==> src/rtl/counter_bank.sv <==
// Multi-channel event counter bank: per-channel wrap/saturate counters with sticky
// overflow, a one-cycle atomic snapshot into shadow registers, and a registered read port.

module counter_bank_lane #(
  parameter int N_cnt    = 32,
  parameter int SAT      = 0,
  parameter int SNAP_CLR = 1
) (
  input  logic             clock,
  input  logic             reset_n,
  input  logic             inc,
  input  logic             clr,
  input  logic             snap,
  output logic             ovf,
  output logic [N_cnt-1:0] shadow,
  output logic             shadow_ovf
);
  logic [N_cnt-1:0] cnt;

  always_ff @(posedge clock or negedge reset_n) begin
    if (!reset_n) begin
      cnt        <= '0;
      ovf        <= 1'b0;
      shadow     <= '0;
      shadow_ovf <= 1'b0;
    end else begin
      // shadow captures the pre-clear, pre-increment value
      if (snap) begin
        shadow     <= cnt;
        shadow_ovf <= ovf;
      end
      if (clr) begin
        cnt <= '0;
        ovf <= 1'b0;
      end else if (snap && (SNAP_CLR != 0)) begin
        cnt <= N_cnt'(inc);
        ovf <= 1'b0;
      end else if (inc) begin
        if (&cnt) begin
          ovf <= 1'b1;
          cnt <= (SAT != 0) ? cnt : '0;
        end else begin
          cnt <= cnt + 1'b1;
        end
      end
    end
  end
endmodule

module counter_bank #(
  parameter int N_ch     = 4,
  parameter int N_cnt    = 32,
  parameter int SEL_W    = 2,
  parameter int SAT      = 0,
  parameter int SNAP_CLR = 1
) (
  input  logic             clock,
  input  logic             reset_n,
  input  logic [N_ch-1:0]  inc,
  input  logic [N_ch-1:0]  clr,
  input  logic             snap,
  output logic             snap_done,
  input  logic             rd_en,
  input  logic [SEL_W-1:0] rd_sel,
  output logic [N_cnt-1:0] rd_data,
  output logic             rd_ovf,
  output logic             rd_valid,
  output logic [N_ch-1:0]  ovf
);
  localparam int N_SEL = 2**SEL_W;

  logic [N_ch-1:0][N_cnt-1:0]  shadow;
  logic [N_ch-1:0]             shadow_ovf;
  logic [N_SEL-1:0][N_cnt-1:0] sh_pad;
  logic [N_SEL-1:0]            ov_pad;
  logic [1:0]                  vld_pipe;

  for (genvar g = 0; g < N_ch; g++) begin : g_lane
    counter_bank_lane #(.N_cnt(N_cnt), .SAT(SAT), .SNAP_CLR(SNAP_CLR)) u_lane (
      .clock      (clock),
      .reset_n    (reset_n),
      .inc        (inc[g]),
      .clr        (clr[g]),
      .snap       (snap),
      .ovf        (ovf[g]),
      .shadow     (shadow[g]),
      .shadow_ovf (shadow_ovf[g])
    );
  end

  // selects past the last channel read back as zero
  for (genvar g = 0; g < N_SEL; g++) begin : g_pad
    if (g < N_ch) begin : g_live
      assign sh_pad[g] = shadow[g];
      assign ov_pad[g] = shadow_ovf[g];
    end else begin : g_zero
      assign sh_pad[g] = '0;
      assign ov_pad[g] = 1'b0;
    end
  end

  assign vld_pipe[0] = rd_en;
  assign rd_valid    = vld_pipe[1];

  always_ff @(posedge clock or negedge reset_n) begin
    if (!reset_n) begin
      vld_pipe[1] <= 1'b0;
      rd_data     <= '0;
      rd_ovf      <= 1'b0;
      snap_done   <= 1'b0;
    end else begin
      vld_pipe[1] <= vld_pipe[0];
      snap_done   <= snap;
      if (rd_en) begin
        rd_data <= sh_pad[rd_sel];
        rd_ovf  <= ov_pad[rd_sel];
      end
    end
  end
endmodule

==> config.mk <==
export PLATFORM = sky130hd
export DESIGN_NAME = counter_bank
export DESIGN_NICKNAME = d
export VERILOG_FILES = /design/src/rtl/counter_bank.sv
export SDC_FILE = /design/constraint.sdc
export NUM_CORES = 1
export LEC_CHECK = 0
export ABC_AREA = 0
export BUFFER_PORTS_ARGS = -buffer_cell sky130_fd_sc_hd__buf_2
export CORE_MARGIN = 4
export CORE_UTILIZATION = 50
export CTS_BUF_LIST = sky130_fd_sc_hd__clkbuf_8
export CTS_CLUSTER_DIAMETER = 80
export DETAILED_ROUTE_END_ITERATION = 12
export PLACE_DENSITY = 0.74
export SYNTH_ARGS = -nofsm -noshare
export SYNTH_HDL_FRONTEND = slang
export SYNTH_SLANG_ARGS = --single-unit
==> constraint.sdc <==
create_clock -name clock -period 1.8 [get_ports clock]
set_input_delay 0.18 -clock clock [delete_from_list [all_inputs] [get_ports clock]]
set_output_delay 0.18 -clock clock [all_outputs]
set_load 0.02 [all_outputs]
## Yosys cells after proc, flatten, opt, wreduce, memory -nomap -nowiden

Cells that the tools add are included.

| storage, ports and cells | value |
|---|---|
| bits of input ports | 14 |
| register bits | 299 |
| logic and storage cells | 77 |
| output and inout bits | 39 |

| cells by class | value |
|---|---|
| mux-type cells | 36 |
| magnitude comparators | 1 |
| add/sub/neg operators | 4 |
| reductions and logical operators | 16 |

Operator list:

| cell | number |
|---|---|
| 32-bit two-way mux | 17 |
| 32-bit by 1-bit adder with 32-bit output (second input constant) | 4 |
| 32-bit AND reduction | 4 |
| 32-bit binary-select mux with 2-bit select | 1 |
| 3-bit nonzero test | 8 |
| 1-bit two-way mux | 17 |
| 2-bit AND reduction | 4 |
| 2-bit by 3-bit less-than comparator with 1-bit output (second input constant) | 1 |
| 1-bit binary-select mux with 2-bit select | 1 |

## Depth between registers and ports, before layout

| depth | value |
|---|---|
| word-level depth | 5 |
| gate-level depth with buffers | 7 |
| mapped depth without buffers | 6 |

## Cells and area by module

A second synthesis with hierarchy kept.

| unflattened totals | value |
|---|---|
| cells, all modules | 1184 |
| area, all modules | 13885.8 um^2 |

Modules (own cells, without submodules):

| module | cells each | seq. area each (um^2) | instances | area each (um^2) |
|---|---|---|---|---|
| counter_bank_lane (g_lane[1].u_lane ...) | 251 | 1651.6 | 3 | 2919.0 |
| counter_bank_lane (g_lane[0].u_lane) | 244 | 1651.6 | 1 | 2917.8 |
| counter_bank | 187 | 875.8 | 1 | 2210.9 |

## Worst setup path after synthesis

Ideal clock, no wire load.

| timing | value |
|---|---|
| kind | reg2reg |
| start | register g_lane[1].u_lane.cnt[12] |
| end | register g_lane[1].u_lane.cnt[20] |
| arrival | 1.596 ns |
| cell stages (with the launch flop) | 7 |
| buffers on the path | 1 |
| path slack | 0.086 ns |
| path through | dfrtp_1 nand4_1 nor4_4 nand4_2 o21ai_2 buf_6 nor2_1 |

| between the ends | value |
|---|---|
| cells in the longest elaborated chain, start to end | 5 |

RTL lines:

| item | RTL line | source |
|---|---|---|
| from (decl) | 18 | `logic [N_cnt-1:0] cnt;` |
| from (signal assigned) | 36 | `cnt <= N_cnt'(inc);` |
| from (signal assigned) | 41 | `cnt <= (SAT != 0) ? cnt : '0;` |
| from (signal assigned) | 43 | `cnt <= cnt + 1'b1;` |
| 32-bit by 1-bit adder with 32-bit output / 32-bit AND reduction (equally long branches) | 43, 39 |  |
| 32-bit two-way mux (*) | 39 | `if (&cnt) begin` |
| 32-bit two-way mux (*) | 38 | `end else if (inc) begin` |
| 32-bit two-way mux (*) | 35 | `end else if (snap && (SNAP_CLR != 0)) begin` |
| 32-bit two-way mux (*) | 32 | `if (clr) begin` |

Mark *: on every way between the ends. The rest lies on a longest branch, timed or not. The select of a mux whose other input is x is not followed.
A chain may end at the register's enable or synchronous reset.

## Worst setup path in the final report

| timing | value |
|---|---|
| start | register g_lane[0].u_lane.cnt[6] |
| end | register g_lane[0].u_lane.cnt[27] |

| between the ends | value |
|---|---|
| cells in the longest elaborated chain, start to end | 5 |

RTL lines:

| item | RTL line |
|---|---|
| from (decl) | 18 |
| from (signal assigned) | 36 |
| from (signal assigned) | 41 |
| from (signal assigned) | 43 |
| 32-bit by 1-bit adder with 32-bit output / 32-bit AND reduction (equally long branches) | 43, 39 |
| 32-bit two-way mux (*) | 39 |
| 32-bit two-way mux (*) | 38 |
| 32-bit two-way mux (*) | 35 |
| 32-bit two-way mux (*) | 32 |

Marks and branches as above.

==> results by stage <==
Clocking:
- The clock net sink count is around 300.
- The clock tree from TritonCTS is done.
- The clock latency on the worst-skew pair is ~0.55 ns.
- The tree is rooted in a clkbuf_8.
- Buffers inserted during clock tree synthesis total 47.
- Counting along the longest clock path gives a buffer depth of 3.
- The H-tree level count is 2.
- Clock-pin slew was measured on the worst setup and hold paths at 0.06 ns.

Logic synthesis:
- Synthesis instantiated 45 different standard cells from the library.
- The sequential share of the synthesized area is 54.4%.
- The number of warnings reported in the yosys synthesis log is 0.
- The average instance in the mapped netlist occupies between 10 and 15 um^2.
- The total of flip-flops plus latches after synthesis is between 200 and 300.
- The count of mapped cells out of synthesis is between 1000 and 1500.
- Summing every instance area after synthesis gives between 10000 and 15000 um^2.
- The number of nets handed over by synthesis was between 1000 and 1500.

Status:
- The flow ran to the end, and the final reports show no timing, DRC or antenna violations.

Placement:
- The instance count after placement with tap cells included is ~1600.
- Input and output buffers added on the ports amount to 52.
- The wire-length estimate of the detail-placed layout is 23100 um.
- The worst slack at placement is between 0.0007 and 0.0008 ns.
- The final weighted congestion in routability-driven placement is 0.879.

Worst setup path:
- Data on the critical path is required at its endpoint by about 2.3 ns.
- The most critical setup path has its startpoint at g_lane[0].u_lane.cnt[6].
- Traced cell by cell, the critical path runs through buf_4, and4_4, and4_4, nand4_1, or3_1, a21oi_2.
- The standard cell with the maximum stage delay on the critical path is or3_1.
- The startpoint type of the worst setup path is a flop.
- The worst-case reg-to-reg path depth is 6.
- The kind of critical path is flop to flop.
- The worst register-to-register path ends at g_lane[0].u_lane.cnt[27].
- The critical-path maximum fanout is 5.
- Counting both buffers and inverters, the worst setup path holds a total of 1.
- The signal arrival time at the worst endpoint is roughly 2.3 ns.
- The critical path ends at g_lane[0].u_lane.cnt[27].
- On the worst path, the slowest cell contributes a delay of about 0.43 ns.
- The slack of the worst reg-to-reg path is approximately 0.0023 ns.
- The worst register-to-register path begins at g_lane[0].u_lane.cnt[6].
- Counting buffers and inverters, the worst setup path is 6 cells deep.
- The kind of end point of the critical path is a flop.
- The cell family contributing the most delay on the critical path is simple AND/OR/NAND/NOR gates.
- The most prevalent standard cell on the critical path is and4_4.

Layout:
- The net total in the final layout is between 1000 and 1500.
- The number of standard cells in the layout, taps in and fillers out is between 1500 and 2000.
- 0 antenna diodes ended up in the layout.
- Leaving out fill and tap cells, the most frequent cells in the layout are 297 x dfrtp_1, 165 x mux2_2, 135 x nor2_1.
- The most common library cell in the layout ignoring fill and taps is dfrtp_1.
- Compared with the post-synthesis result, the final layout area differs by 19.2%.
- The post-route netlist has around 37% of its cells at a drive strength greater than 1.

Floorplan:
- The floorplan die width is approximately 170 um.
- The area of the core is around 27000 um^2.
- The initial utilization of the core area, before any placement, comes to roughly half.
- The number of top-level pins is 53.
- The die footprint is around 30000 um^2.
- The die is approximately 170 um tall.
- After floorplanning, the core was divided into 60 placement rows.

STA:
- The tightest slew margin relative to the limit is 62.6%.
- The setup skew after layout is 0.0224 ns.
- The final number of max-transition violations was 0.
- The minimum setup slack in the final design is approximately 0.0023 ns.
- Setup repair after global routing could not meet its margin everywhere.
- The final period demand of the worst path is about 1.8 ns.
- The worst path uses around 100% of the clock period.
- The total of endpoints with negative setup slack in the final report is 0.
- The count of endpoints failing hold in the final timing report is 0.
- For the pin with the worst max-slew slack, the measured transition is about 0.56 ns.
- The maximum clock frequency is 556 MHz.

Power:
- The overall power after layout is 13.0 mW.
- IR analysis of the VDD net gives a maximum drop of approximately 0.0004 V.
- For this design the static power due to leakage is between 7 and 8 nW.
- The power per cell area is roughly 790 nW/um^2.

Drt:
- The total length of routed wires is 32500 um.
- For this run, design rule violations remaining after detail routing come to 0.
- The count of routing violations after the opening detailed-route iteration is ~830.
- The total iterations of the first detailed-routing run is 7.
- The ratio of routed vias to standard cells is approximately 5.7.
- The total vias in the final route is ~9400.
- The number of routed nets with antenna violations is 0.
- Dividing the detail-routed wire length by the instance count gives around 20 um.

Global route:
- The global routing usage summed across all routing layers is roughly 22%.
- The initial antenna violation count is 0.
- The first global-routing pass estimated 52400 um of wire.
- The total grt overflow is 0.
- The via count of the first global-routing pass came to between 9000 and 10000.
- Entering global routing, the biggest net connects 66 pins.

Flow run:
- The tool flagged a number of max-cap violations equal to 0.

Worst hold path:
- The worst hold path class is input port to async pin.
-- layer usage --
| layer | global-route usage, % | vias to the layer above | wire length (um) |
|---|---|---|---|
| li1 | - | 4304 | - |
| met1 | 30.2 | 4777 | 14400 |
| met2 | 34.9 | 239 | 15600 |
| met3 | 3.97 | 57 | 1600 |
| met4 | 5.84 | 0 | 858 |
| met5 | 0 | - | 0 |
-- worst register-to-register path: cells and delay by family, from the launching register on --
kind | cells | cell delay [ns]
flip-flops | 1 | 0.36
AND/OR/NAND/NOR | 4 | 1.08
buffers and inverters | 1 | 0.15
AO/OA/AOI/OAI | 1 | 0.14
-- metrics by stage --
step	TNS, ns	instance area, um^2	hold slack [ns]	utilization, %
floorplan	0	13800	-0.116	-
global placement	0	15200	0.186	56.2
detailed placement	0	15200	0.185	56.2
CTS	0	16200	0.201	60.1
global route	-0.620	16400	0.232	60.7
finish	0	16400	0.195	60.7
-- flip-flops by register name, indices dropped and copies added (netlist names) --
name	cells
g_lane.u_lane.shadow	128
rd_valid	1
g_lane.u_lane.ovf	4
g_lane.u_lane.cnt	128
g_lane.u_lane.shadow_ovf	4
snap_done	1
rd_ovf	1
rd_data	32
-- cells by family (layout without fill, tap and decap cells) --
kind of cell / count (synthesis) / count (layout) / synth area share [%]
AND/OR/NAND/NOR: 395 / 395 / 15.2
XOR/XNOR: 115 / 115 / 7.32
multiplexers: 198 / 198 / 18.9
buffers and inverters: 67 / 277 / 2.46
flip-flops: 299 / 299 / 54.4
AO/OA/AOI/OAI: 29 / 29 / 1.31
adder cells (fa/ha/maj): 4 / 4 / 0.364
-- cell type report --
class / count / area (um^2)
sequential: 299 / 7480
tap: 341 / 427
clock buffer: 61 / 840
inverter: 12 / 45.0
timing repair buffer: 186 / 1500
multi-input combinational: 741 / 6020
clock inverter: 18 / 71.3
fill: 2074 / 10600
-- synth_stat cells --
library cell,number,share of area [%]
a21oi_1,11,0.40
a31oi_1,5,0.23
and2_1,9,0.41
and3_1,15,0.68
and3_2,1,0.055
and4_1,14,0.89
and4_2,2,0.15
and4bb_2,1,0.091
buf_1,1,0.027
buf_2,12,0.44
buf_4,9,0.49
buf_6,5,0.41
clkbuf_1,28,0.76
dfrtp_1,299,54
ha_1,4,0.36
inv_1,12,0.33
mux2_2,165,14
mux4_2,33,5.4
nand2_1,42,1.1
nand2b_1,1,0.046
nand3_1,43,1.6
nand3_2,1,0.073
nand3b_1,4,0.22
nand4_1,57,2.6
nand4_2,4,0.36
nand4b_1,1,0.064
nand4bb_2,1,0.12
nor2_1,138,3.8
nor2b_1,4,0.18
nor3_1,29,1.1
nor3_2,1,0.073
nor3b_1,4,0.22
nor4_1,7,0.32
nor4_2,2,0.18
nor4_4,3,0.46
o21a_1,4,0.22
o21ai_0,5,0.18
o21ai_1,1,0.036
o21ai_2,2,0.13
o21ai_4,1,0.12
or2_2,1,0.046
or3_1,9,0.41
or4_1,1,0.055
xnor2_1,38,2.4
xor2_1,77,4.9
-- how the worst min path moves through the flow --
stage	slack, ns	end	cells past startpoint	startpoint
CTS	0.20	rd_ovf	2	reset_n
global placement	0.19	rd_ovf	1	reset_n
finish	0.20	rd_ovf	2	reset_n
detailed placement	0.18	rd_ovf	1	reset_n
global route	0.23	rd_ovf	2	reset_n
floorplan	-0.12	g_lane[0].u_lane.cnt[0]	0	reset_n
-- power breakdown --
group / switching [mW] / total (mW) / internal, mW
registers: 0.0275 / 6.78 / 6.76
clock network: 2.57 / 5.57 / 3.00
logic: 0.393 / 0.641 / 0.248
-- timing repair --
action,CTS,global route
buffers inserted,2,7
setup endpoints to repair,2,64
hold buffers,11,0
hold endpoints to repair,75,0
pin swaps,2,13
resized for setup,2,29
gates cloned,0,0
(Power assumes the default switching activity.)
